## src/rtl/mem_ctrl_pkg.sv

```systemverilog
// Shared encodings, latencies and width defaults for the bram access path.
// Owner encodings are also used by the round-robin/lock arbiter.
package mem_ctrl_pkg;

    localparam logic [1:0] OWNER_NONE = 2'd0;
    localparam logic [1:0] OWNER_A    = 2'd1;
    localparam logic [1:0] OWNER_B    = 2'd2;

    localparam logic RR_A = 1'b0;
    localparam logic RR_B = 1'b1;

    localparam int READ_LATENCY = 1;
    // one cycle for the registered command plus the bram read latency
    localparam int ARB_LATENCY  = READ_LATENCY + 1;

    localparam int DEF_NUM_BLOCKS = 16;
    localparam int DEF_ADDR_BITS  = 8;
    localparam int DEF_DATA_BITS  = 16;

    typedef struct packed {
        logic valid;
        logic port_b;
    } rd_tag_t;

endpackage

```

## src/rtl/arb_rr2.sv

```systemverilog
// Two-way round-robin arbiter with a bounded ownership lock.
// Grants are combinational from registered state; nothing is granted until one clock after reset.
module arb_rr2
    import mem_ctrl_pkg::*;
#(
    parameter int MAX_HOLD = 4
) (
    input  logic clk,
    input  logic resetn,
    input  logic a_req,
    input  logic a_lock,
    input  logic b_req,
    input  logic b_lock,
    output logic a_gnt,
    output logic b_gnt
);

    localparam int HW = $clog2(MAX_HOLD + 1);
    localparam logic [HW-1:0] HOLD_MAX = HW'(MAX_HOLD);

    logic          active;
    logic          rr_ptr;
    logic [1:0]    owner;
    logic [HW-1:0] hold_cnt;
    logic [HW-1:0] hold_inc;
    logic          a_keep;
    logic          b_keep;

    always_comb begin
        a_keep   = (owner == OWNER_A) && a_lock && (hold_cnt < HOLD_MAX);
        b_keep   = (owner == OWNER_B) && b_lock && (hold_cnt < HOLD_MAX);
        hold_inc = (hold_cnt == HOLD_MAX) ? hold_cnt : hold_cnt + 1'b1;
        a_gnt    = active && a_req && (!b_req || a_keep || (!b_keep && rr_ptr == RR_A));
        b_gnt    = active && b_req && !a_gnt;
    end

    always_ff @(posedge clk or negedge resetn) begin
        if (!resetn) begin
            active   <= 1'b0;
            rr_ptr   <= RR_A;
            owner    <= OWNER_NONE;
            hold_cnt <= '0;
        end else begin
            active <= 1'b1;
            if (a_gnt) begin
                rr_ptr   <= RR_B;
                owner    <= OWNER_A;
                hold_cnt <= (owner == OWNER_A && a_lock) ? hold_inc : '0;
            end else if (b_gnt) begin
                rr_ptr   <= RR_A;
                owner    <= OWNER_B;
                hold_cnt <= (owner == OWNER_B && b_lock) ? hold_inc : '0;
            end else begin
                owner    <= OWNER_NONE;
                hold_cnt <= '0;
            end
        end
    end

endmodule

```

## src/rtl/bram_access_arbiter.sv

```systemverilog
// Shares one bram port between the UART command port (A) and the background engine (B).
// Registered memory command, read-tag pipe and per-port read data return.
module bram_access_arbiter
    import mem_ctrl_pkg::*;
#(
    parameter int NUM_BLOCKS = DEF_NUM_BLOCKS,
    parameter int SEL_BITS   = $clog2(NUM_BLOCKS),
    parameter int ADDR_BITS  = DEF_ADDR_BITS,
    parameter int DATA_BITS  = DEF_DATA_BITS,
    parameter int MAX_HOLD   = 4
) (
    input  logic                          clk,
    input  logic                          resetn,
    input  logic                          a_req,
    input  logic                          a_we,
    input  logic                          a_lock,
    input  logic [SEL_BITS+ADDR_BITS-1:0] a_addr,
    input  logic [DATA_BITS-1:0]          a_wdata,
    output logic                          a_gnt,
    output logic                          a_rvalid,
    output logic [DATA_BITS-1:0]          a_rdata,
    input  logic                          b_req,
    input  logic                          b_we,
    input  logic                          b_lock,
    input  logic [SEL_BITS+ADDR_BITS-1:0] b_addr,
    input  logic [DATA_BITS-1:0]          b_wdata,
    output logic                          b_gnt,
    output logic                          b_rvalid,
    output logic [DATA_BITS-1:0]          b_rdata,
    output logic                          rd_en,
    output logic                          wr_en,
    output logic [SEL_BITS+ADDR_BITS-1:0] mem_addr,
    output logic [DATA_BITS-1:0]          mem_wdata,
    input  logic [DATA_BITS-1:0]          mem_rdata
);

    localparam int AW = SEL_BITS + ADDR_BITS;

    logic                 gnt_any;
    logic                 cmd_we;
    logic [AW-1:0]        cmd_addr;
    logic [DATA_BITS-1:0] cmd_wdata;
    rd_tag_t              tag_pipe [ARB_LATENCY];
    logic [DATA_BITS-1:0] a_rdata_q;
    logic [DATA_BITS-1:0] b_rdata_q;

    arb_rr2 #(.MAX_HOLD(MAX_HOLD)) u_arb (
        .clk    (clk),
        .resetn (resetn),
        .a_req  (a_req),
        .a_lock (a_lock),
        .b_req  (b_req),
        .b_lock (b_lock),
        .a_gnt  (a_gnt),
        .b_gnt  (b_gnt)
    );

    always_comb begin
        gnt_any   = a_gnt | b_gnt;
        cmd_we    = a_we;
        cmd_addr  = a_addr;
        cmd_wdata = a_wdata;
        if (b_gnt) begin
            cmd_we    = b_we;
            cmd_addr  = b_addr;
            cmd_wdata = b_wdata;
        end
    end

    // address/data only move on a grant so the bram sees stable values while idle
    always_ff @(posedge clk or negedge resetn) begin
        if (!resetn) begin
            rd_en     <= 1'b0;
            wr_en     <= 1'b0;
            mem_addr  <= '0;
            mem_wdata <= '0;
        end else begin
            rd_en <= gnt_any & ~cmd_we;
            wr_en <= gnt_any & cmd_we;
            if (gnt_any) begin
                mem_addr  <= cmd_addr;
                mem_wdata <= cmd_wdata;
            end
        end
    end

    always_ff @(posedge clk or negedge resetn) begin
        if (!resetn) begin
            for (int i = 0; i < ARB_LATENCY; i++) tag_pipe[i] <= '0;
        end else begin
            tag_pipe[0] <= '{valid: gnt_any & ~cmd_we, port_b: b_gnt};
            for (int i = 1; i < ARB_LATENCY; i++) tag_pipe[i] <= tag_pipe[i-1];
        end
    end

    assign a_rvalid = tag_pipe[ARB_LATENCY-1].valid & ~tag_pipe[ARB_LATENCY-1].port_b;
    assign b_rvalid = tag_pipe[ARB_LATENCY-1].valid &  tag_pipe[ARB_LATENCY-1].port_b;

    always_ff @(posedge clk or negedge resetn) begin
        if (!resetn) begin
            a_rdata_q <= '0;
            b_rdata_q <= '0;
        end else begin
            if (a_rvalid) a_rdata_q <= mem_rdata;
            if (b_rvalid) b_rdata_q <= mem_rdata;
        end
    end

    // present bram data in the rvalid cycle itself, then hold it until the port's next read
    assign a_rdata = a_rvalid ? mem_rdata : a_rdata_q;
    assign b_rdata = b_rvalid ? mem_rdata : b_rdata_q;

endmodule

```

## config.mk

```make
export PLATFORM = sky130hd
export DESIGN_NAME = bram_access_arbiter
export DESIGN_NICKNAME = d
export VERILOG_FILES = /design/src/rtl/mem_ctrl_pkg.sv /design/src/rtl/arb_rr2.sv /design/src/rtl/bram_access_arbiter.sv
export SDC_FILE = /design/constraint.sdc
export NUM_CORES = 1
export LEC_CHECK = 0
export ABC_AREA = 1
export CAP_MARGIN = 10
export CORE_MARGIN = 10
export CORE_UTILIZATION = 42
export CTS_BUF_LIST = sky130_fd_sc_hd__clkbuf_4
export CTS_CLUSTER_SIZE = 14
export DETAILED_ROUTE_END_ITERATION = 10
export PLACE_DENSITY = 0.82
export SLEW_MARGIN = 20
export SYNTH_ARGS = -nofsm -noshare
export SYNTH_HDL_FRONTEND = slang
export SYNTH_SLANG_ARGS = --single-unit
```

## constraint.sdc

```tcl
create_clock -name clk -period 1.3 [get_ports clk]
set_input_delay 0.195 -clock clk [delete_from_list [all_inputs] [get_ports clk]]
set_output_delay 0.195 -clock clk [all_outputs]
set_load 0.01 [all_outputs]
```

==> run summary, run 1 <==
In the synthesized netlist, the number of instances is 340. Dividing the detail-routed via count by the number of cells gives 5.505. The critical path arrival was 1660 ps. The die is 104.4 um wide. For this run, the share of the core covered by cells in the final layout is 91.75%.

Counting flops and latches in the post-synthesis netlist gives 71. The critical path class was flip-flop to primary output. In the final routed layout, each cell accounts on average for 23.80 um.

The number of global-route vias before repair is 3699, and the number of diodes added for antenna fixing is 0. The data required time at the worst endpoint is 1110 ps. During I/O placement, the number of pins put on the boundary was 146. A synthesized cell averages 8.799 um^2. The final wirelength was 15870 um; the number of cells traversed by the worst register-to-register path was 12. The run gives 0.5386 GHz as the highest clock rate. The flow ran to the end, but the final reports show violations. The measured slew at the worst slew-check pin was 586.0 ps. Setup repair after global routing could not meet its margin everywhere. The later pin in the worst-skew pair is clocked with a latency of 430 ps.

Launch point of the worst reg-to-reg path: u_arb.owner[0]. The total number of placement rows is 30, and the number of buffers between clock root and the deepest sink is 2. The net count of the finished layout is 648. The fraction of the cycle the final worst path needs came out at 142.8%. During placement, the flow inserted port buffers numbering 145. The tools report the total count of hold-check failures in the final report as 0.

The final reports fail on negative setup slack. Routability-driven placement finished with a final weighted congestion of 0.7980. The tools report the net count after synthesis as 422. The buffer type at the clock tree root is clkbuf_4.

Standard cell core area: 6869 um^2. The first-pass iteration count of the detailed router is 5, and the post-route total power is 7.103 mW. Worst setup skew after layout: 19.60 ps. The tools report the initial detailed-routing violation count as 255. The maximum net fanout on the critical path is 3. The initial antenna violation count is 0, and the fraction of the yosys area taken by sequential cells is 59.39%. STA classifies the critical path endpoint as a primary output. The number of clock buffers added by TritonCTS is 9. Summing over every cut layer, the via total after detailed routing is 3672. The relative area change from synthesis to final layout was 110.7%. During synthesis, Yosys emitted a total of 0 warnings.

The combined global-route utilization of all metal layers was 23.37%. The wire-length estimate of the detail-placed layout is 7593 um. The clock tree synthesis step divided the H-tree into 3 levels.

VDD sags by at most 0.8158 mV. The count of unresolved DRC violations after routing was 0; the y dimension of the die was 104.4 um. The number of nets with antenna violations after routing came out at 0.

The die covers 10900 um^2. The final critical path time including I/O delays and setup was 1857 ps. After clock tree synthesis, the clock-pin slew on the worst setup and hold paths is 150 ps. Type of the worst min-delay path: primary input to async pin. TritonCTS built the clock tree.

The number of failing setup endpoints in the final timing report came out at 80. In the layout the commonest cells are clkdlybuf4s50_1, dfrtp_1, nand2_1. The worst register-to-register path has a setup slack of -470 ps.

The wire length of the first global-routing pass is 20300 um, and the number of sinks handled by clock tree synthesis is 71. Measured against its own limit, the worst slew margin works out to 60.94%. The area of the mapped netlist came out at 2992 um^2. The commonest non-fill, non-tap cell in the layout is clkdlybuf4s50_1. Entering global routing, the biggest net connects 40 pins. Final global-route overflow total: 0. The worst path setup slack after routing was -556.8 ps; the power density of the placed cells was 1127 nW/um^2. The worst register-to-register path ends at u_arb.hold_cnt[0]. The leakage power total was 3.176 nW.

The tools report the category of the worst setup path launch point as a flip-flop. The final-report max-slew violation count was 0. The share of layout cells above drive strength 1 is 50.96%. The logs give 0 for the number of maximum-capacitance violations and 43.55% for the starting density of the core.

The tools report the count of different cell masters after synthesis as 20.
==> metal layers <==
layer  track usage [%]  wire length, um  vias to the layer above
li1                  -                -                     1542
met1             26.36             5713                     1799
met2             40.47             8088                      273
met3             7.311             1404                       58
met4             8.151              665                        0
met5                 0                0                        -
==> registers in the layout, indices dropped and copies added, names as in the netlist <==
| signal | flops |
|---|---|
| u_arb.rr_ptr | 1 |
| b_rdata_q | 16 |
| tag_pipe | 4 |
| mem_addr | 12 |
| u_arb.hold_cnt | 3 |
| u_arb.owner | 1 |
| mem_wdata | 16 |
| wr_en | 1 |
| a_rdata_q | 16 |
| u_arb.active | 1 |
==> critical path, stage by stage, from the launching register on <==
cell	delay, ps
dfrtp_1	460
nand2_1	120
nor2_4	40
a21oi_2	150
nand2_2	90
nand2_4	90
nand2_2	80
inv_2	80
buf_6	110
==> synth_stat cells, drive strengths merged <==
cell / count / area [um^2]
nand2: 106 / 407.9
dfrtp: 71 / 1777
nand3: 61 / 305.3
o21ai: 37 / 185.2
inv: 33 / 126.4
clkbuf: 12 / 45.04
nor2: 7 / 28.78
buf: 6 / 60.05
a21oi: 2 / 10.01
ha: 2 / 25.02
conb: 1 / 3.750
xnor2: 1 / 8.760
xor2: 1 / 8.760
==> stage by stage <==
stage,setup slack [ps],hold WS [ps],TNS (ps),instance area (um^2),cells
after floorplan,-39.11,-100.6,-618.5,2992,340
after global placement,-650.5,255.2,-27690,4832,608
after detailed placement,-713.7,269.5,-29220,4832,608
after CTS,-483.9,327.0,-21340,5827,656
after global routing,-614.4,339.9,-33670,6302,667
final,-556.8,346.6,-29130,6302,667
==> area by class of cell <==
type | instances | area (um^2)
repair buffers | 233 | 2374
flip-flops and latches | 71 | 1778
multi-input cells | 218 | 1778
fillers | 231 | 566.8
inverters | 33 | 138.9
well taps | 96 | 120.1
clock buffers | 9 | 67.56
clock inverters | 7 | 46.29
==> cell families after synthesis <==
group | after synthesis | synth area share [%]
simple gates | 174 | 24.80
other cells | 1 | 0.1254
buf+inv | 51 | 7.737
fa+ha+maj | 2 | 0.8363
flops | 71 | 59.39
xor+xnor | 2 | 0.5856
compound gates | 39 | 6.525
==> timing repair <==
action                                  in CTS  in global routing
endpoints found under the setup margin     101                108
pin swaps                                   36                 15
resized for setup                          354                121
gates cloned                                10                  2
buffers inserted                            27                 16
endpoints found under the hold margin       71                  0
hold buffers                                 1                  0
==> where the power goes <==
group	leakage (nW)	switching (mW)	internal (mW)
clock network	0.0602	0.919	0.393
logic	2.24	1.42	1.54
registers	0.875	0.230	2.60
total	3.18	2.57	4.53
==> how the worst max path moves through the flow <==
stage | cells after the start | slack, ps | endpoint | startpoint
floorplan | 4 | -40 | a_rdata[10] | tag_pipe[0]
global placement | 8 | -650 | b_gnt | b_lock
detailed placement | 8 | -710 | b_gnt | b_lock
CTS | 6 | -480 | a_rdata[7] | tag_pipe[0]
global route | 7 | -610 | a_rdata[7] | tag_pipe[0]
finish | 8 | -560 | b_gnt | u_arb.owner[0]
(Power assumes the default switching activity.)
==> run 2: changes to the inputs <==
--- a/config.mk
+++ b/config.mk
@@ -12,8 +12,9 @@
 export CTS_BUF_LIST = sky130_fd_sc_hd__clkbuf_4
 export CTS_CLUSTER_SIZE = 14
 export DETAILED_ROUTE_END_ITERATION = 10
-export PLACE_DENSITY = 0.82
+export PLACE_DENSITY = 0.81
 export SLEW_MARGIN = 20
 export SYNTH_ARGS = -nofsm -noshare
 export SYNTH_HDL_FRONTEND = slang
+export SYNTH_HIERARCHICAL = 1
 export SYNTH_SLANG_ARGS = --single-unit
==> run 2 against run 1 <==
  * First-iteration DRC count decreased by 25%
  * Highest routed layer unchanged
  * Area after synthesis up 1.5%
  * Via count down 5.8%
  * Clock skew rose by 3.8 ps
  * Largest cell class unchanged
  * Clock power is 55% higher
  * Register-to-register slack better by 20 ps
  * Routed wire length fell by 12%
  * The flow still finishes with violations (negative setup slack)
==> run summary, run 2 <==
Most frequent cells in the layout: nand2_1, clkdlybuf4s50_1, dfrtp_1 (was clkdlybuf4s50_1, dfrtp_1, nand2_1). For the switching power total, the log shows 2.808 mW (was 2.572 mW). The maximum net fanout on the critical path works out to 5 (was 3).

The clock-pin slew of the registers on the worst-case setup and hold paths is 120 ps (was 150 ps), and the final RePlAce weighted congestion is 0.8082 (was 0.7980). Post-synthesis cell type with the largest combined area: dfrtp_1 (unchanged). For the total number of vias, the log shows 3459 (was 3672).

The number of diodes added for antenna fixing was 0 (unchanged). The number of vias per cell was 5.057 (was 5.505). The starting density of the core is 43.99% (was 43.55%). The final critical path time including I/O delays and setup is 1794 ps (was 1857 ps), and the floorplan die area is 11030 um^2 (was 10900 um^2). The count of unresolved DRC violations after routing came out at 0 (unchanged). The logs give -28240 ps (was -29130 ps) for the final total negative setup slack and -494.0 ps (was -556.8 ps) for the worst path setup slack after routing. The run gives 23.3% (was 18.5%) as the power share of the clock group. The fraction of the yosys area taken by sequential cells came out at 59.31% (was 59.39%). The flow ran to the end, but the final reports show violations.

The tools report the net count after synthesis as 435 (was 422). The number of warnings reported in the yosys synthesis log came out at 6 (was 0). Number of buffers between clock root and the deepest sink: 2 (unchanged). The final-report max-slew violation count is 0 (unchanged), and the final standard cell area without fillers is 6081 um^2 (was 6302 um^2). Cell types with the largest area share after synthesis: dfrtp_1, nand2_1, nand3_1 (unchanged). The run gives 0 (unchanged) as the final global-route overflow total.

For the total placed cells including tap cells, the log shows 619 (was 608). The relative area change from synthesis to final layout came out at 100.2% (was 110.7%). The CTS buffer count is 9 (unchanged), and the wire length of the first global-routing pass is 17320 um (was 20300 um). The tools report the buffer type at the clock tree root as clkbuf_4 (unchanged). The leakage power total was 3.081 nW (was 3.176 nW).

The share of flip-flops with an asynchronous set or reset after synthesis came out at 100.0% (unchanged). The fraction of the cycle the final worst path needs came out at 138.0% (was 142.8%). The flip-flop cell with the highest count after synthesis was dfrtp_1 (unchanged).

Category of the worst setup path launch point: a flip-flop (unchanged). The run gives 19.12% (was 23.37%) as the combined global-route utilization of all metal layers. Leading registers by flop count: a_rdata_q: 16 flops, b_rdata_q: 16 flops, mem_wdata: 16 flops (unchanged). Commonest cells in the synthesized netlist: nand2_1, dfrtp_1, nand3_1 (unchanged).

Count of different cell masters after synthesis: 24 (was 20). The flop and latch count out of synthesis was 72 (was 71); the slack of the worst reg-to-reg path was -450 ps (was -470 ps). The run gives 30 (unchanged) as the total number of placement rows. The end of the worst register-to-register path is mem_wdata[0] (was u_arb.hold_cnt[0]). The run gives 4 (was 5) as the first-pass iteration count of the detailed router.

Setup repair after global routing could not meet its margin everywhere. Detail-routed net length per standard cell: 20.51 um (was 23.80 um). The run gives 1600 ps (was 1660 ps) as the critical path arrival.

For the number of nets with antenna violations after routing, the log shows 0 (unchanged). The logs give 665 (was 648) for the net count of the finished layout and 72 (was 71) for the number of sinks handled by clock tree synthesis. The number of buffer cells added on primary ports came out at 145 (unchanged). The worst-skew pair later-pin latency came out at 430 ps (about the same). The logs give 23.40 ps (was 19.60 ps) for the worst setup skew after layout and 3038 um^2 (was 2992 um^2) for the area of the mapped netlist. The per-instance average area after synthesis came out at 8.606 um^2 (was 8.799 um^2). The type of the worst min-delay path was primary input to async pin (unchanged). The y dimension of the die works out to 105.0 um (was 104.4 um). The initial antenna violation count is 0 (unchanged). The commonest non-fill, non-tap cell in the layout was nand2_1 (was clkdlybuf4s50_1). The switching fraction of total power was 32.20% (was 36.22%); the horizontal die dimension was 105.0 um (was 104.4 um). The logs give 6907 um^2 (was 6869 um^2) for the standard cell core area and 34.3% (was 39.8%) for the relative contribution of sequential cells to total power.

The share of layout cells above drive strength 1 works out to 44.05% (was 50.96%). The run gives 5.913 mW (was 4.531 mW) as the internal power component. Total count of hold-check failures in the final report: 0 (unchanged). The fraction of synthesized cell area taken by the top area cell type came out at 59.31% (was 59.39%). The run gives 0.5574 GHz (was 0.5386 GHz) as the highest clock rate. The post-route total power is 8.721 mW (was 7.103 mW), and the synthesized instance count is 353 (was 340). The I/O pin count is 146 (unchanged).

Final core utilization: 88.04% (was 91.75%). The power density of the placed cells works out to 1434 nW/um^2 (was 1127 nW/um^2). The critical path class was flip-flop to primary output (unchanged). Final instance count without filler cells: 684 (was 667). The number of failing setup endpoints in the final timing report was 81 (was 80); the HPWL after detailed placement was 7745 um (was 7593 um). The combinational group share of total power was 42.4% (was 41.7%). The number of maximum-capacitance violations came out at 0 (unchanged). The data required time at the worst endpoint came out at 1110 ps (about the same).

The critical path endpoint category is a primary output (unchanged). The maximum number of pins on one net before global-route repair was 29 (was 40). The tools report the worst IR drop on VDD as 0.7683 mV (was 0.8158 mV). The tools report the H-tree level count as 3 (unchanged). TritonCTS built the clock tree. The placed cell area was 4896 um^2 (was 4832 um^2); the number of cells traversed by the worst register-to-register path was 12 (unchanged).

For the final wirelength, the log shows 14030 um (was 15870 um). The tools report the launch point of the worst reg-to-reg path as u_arb/owner[0] (was u_arb.owner[0]). The initial detailed-routing violation count was 190 (was 255).

The most common cell in the netlist was nand2_1 (unchanged). The number of global-route vias before repair came out at 3483 (was 3699). The logs give -709.8 ps (was -713.7 ps) for the setup slack after placement and 229.2 ps (was 346.6 ps) for the worst hold slack. Failing checks: negative setup slack (unchanged).

The number of flops mapped to enable cells by yosys was 0 (unchanged).
run 2: cell count changes in the layout (fill, tap and decap cells not counted), moves of 20 or more:
cell	previous run	this run
buf_2	20	0
buf_6	27	69
nand2_4	25	49
nand3_1	6	59
nand3_2	47	3
o21ai_2	21	1
run 2: worst max-delay path, cell delays in order, from the launching register on:
cell and delay, ps:
dfrtp_2 450, inv_2 70, nor2_4 160, buf_6 160, buf_6 100, nand2_2 50
nand2_2 90, buf_6 110
run 2: area by class of cell:
type | instances | area (um^2)
well taps | 96 | 120.1
clock inverters | 6 | 131.4
inverters | 16 | 67.56
multi-input cells | 249 | 1551
fillers | 329 | 825.8
flip-flops and latches | 72 | 1804
repair buffers | 235 | 2331
clock buffers | 10 | 75.07
run 2: metal layers:
metal	vias to the layer above	global-route usage (%)	share of wire, %
met4	0	6.078	2.8
met5	-	0	0
met1	1702	20.09	36
met3	26	8.354	8.5
met2	162	33.59	53
li1	1569	-	-
run 2: repair_timing:
action                                 in CTS  in global routing
hold buffers                                1                  0
pin swaps                                  25                 39
setup endpoints to repair                  98                 97
endpoints found under the hold margin      25                  0
gates cloned                                0                  3
buffers inserted                           33                 31
gates resized for setup                   265                175
run 2: how the worst max path moves through the flow:
stage          cells past startpoint            to      startpoint
2_1_floorplan                     12  mem_addr[10]  u_arb/owner[0]
3_3_place_gp                       9         b_gnt          a_lock
3_5_place_dp                      12  mem_addr[10]          a_lock
4_1_cts                            8         b_gnt  u_arb/owner[0]
5_1_grt                            8         b_gnt  u_arb/owner[0]
6_report                           7    a_rdata[1]     tag_pipe[1]
run 2: logic make-up after synthesis:
family / count (synthesis) / share of synthesized area (%)
AND/OR/NAND/NOR: 241 / 33.69
flip-flops: 72 / 59.31
buffers and inverters: 32 / 4.984
AO/OA/AOI/OAI: 4 / 0.7824
adder cells (fa/ha/maj): 2 / 0.8236
XOR/XNOR: 1 / 0.2884
other: 1 / 0.1234
run 2: power groups by stage:
stage	registers [mW]	clock network [mW]	logic, mW
after detailed placement	2.93	0	2.53
after global placement	2.90	0	2.49
after global routing	3.03	2.14	3.91
final	2.99	2.03	3.70
after CTS	2.89	2.00	2.80
after floorplan	2.97	0	0.790
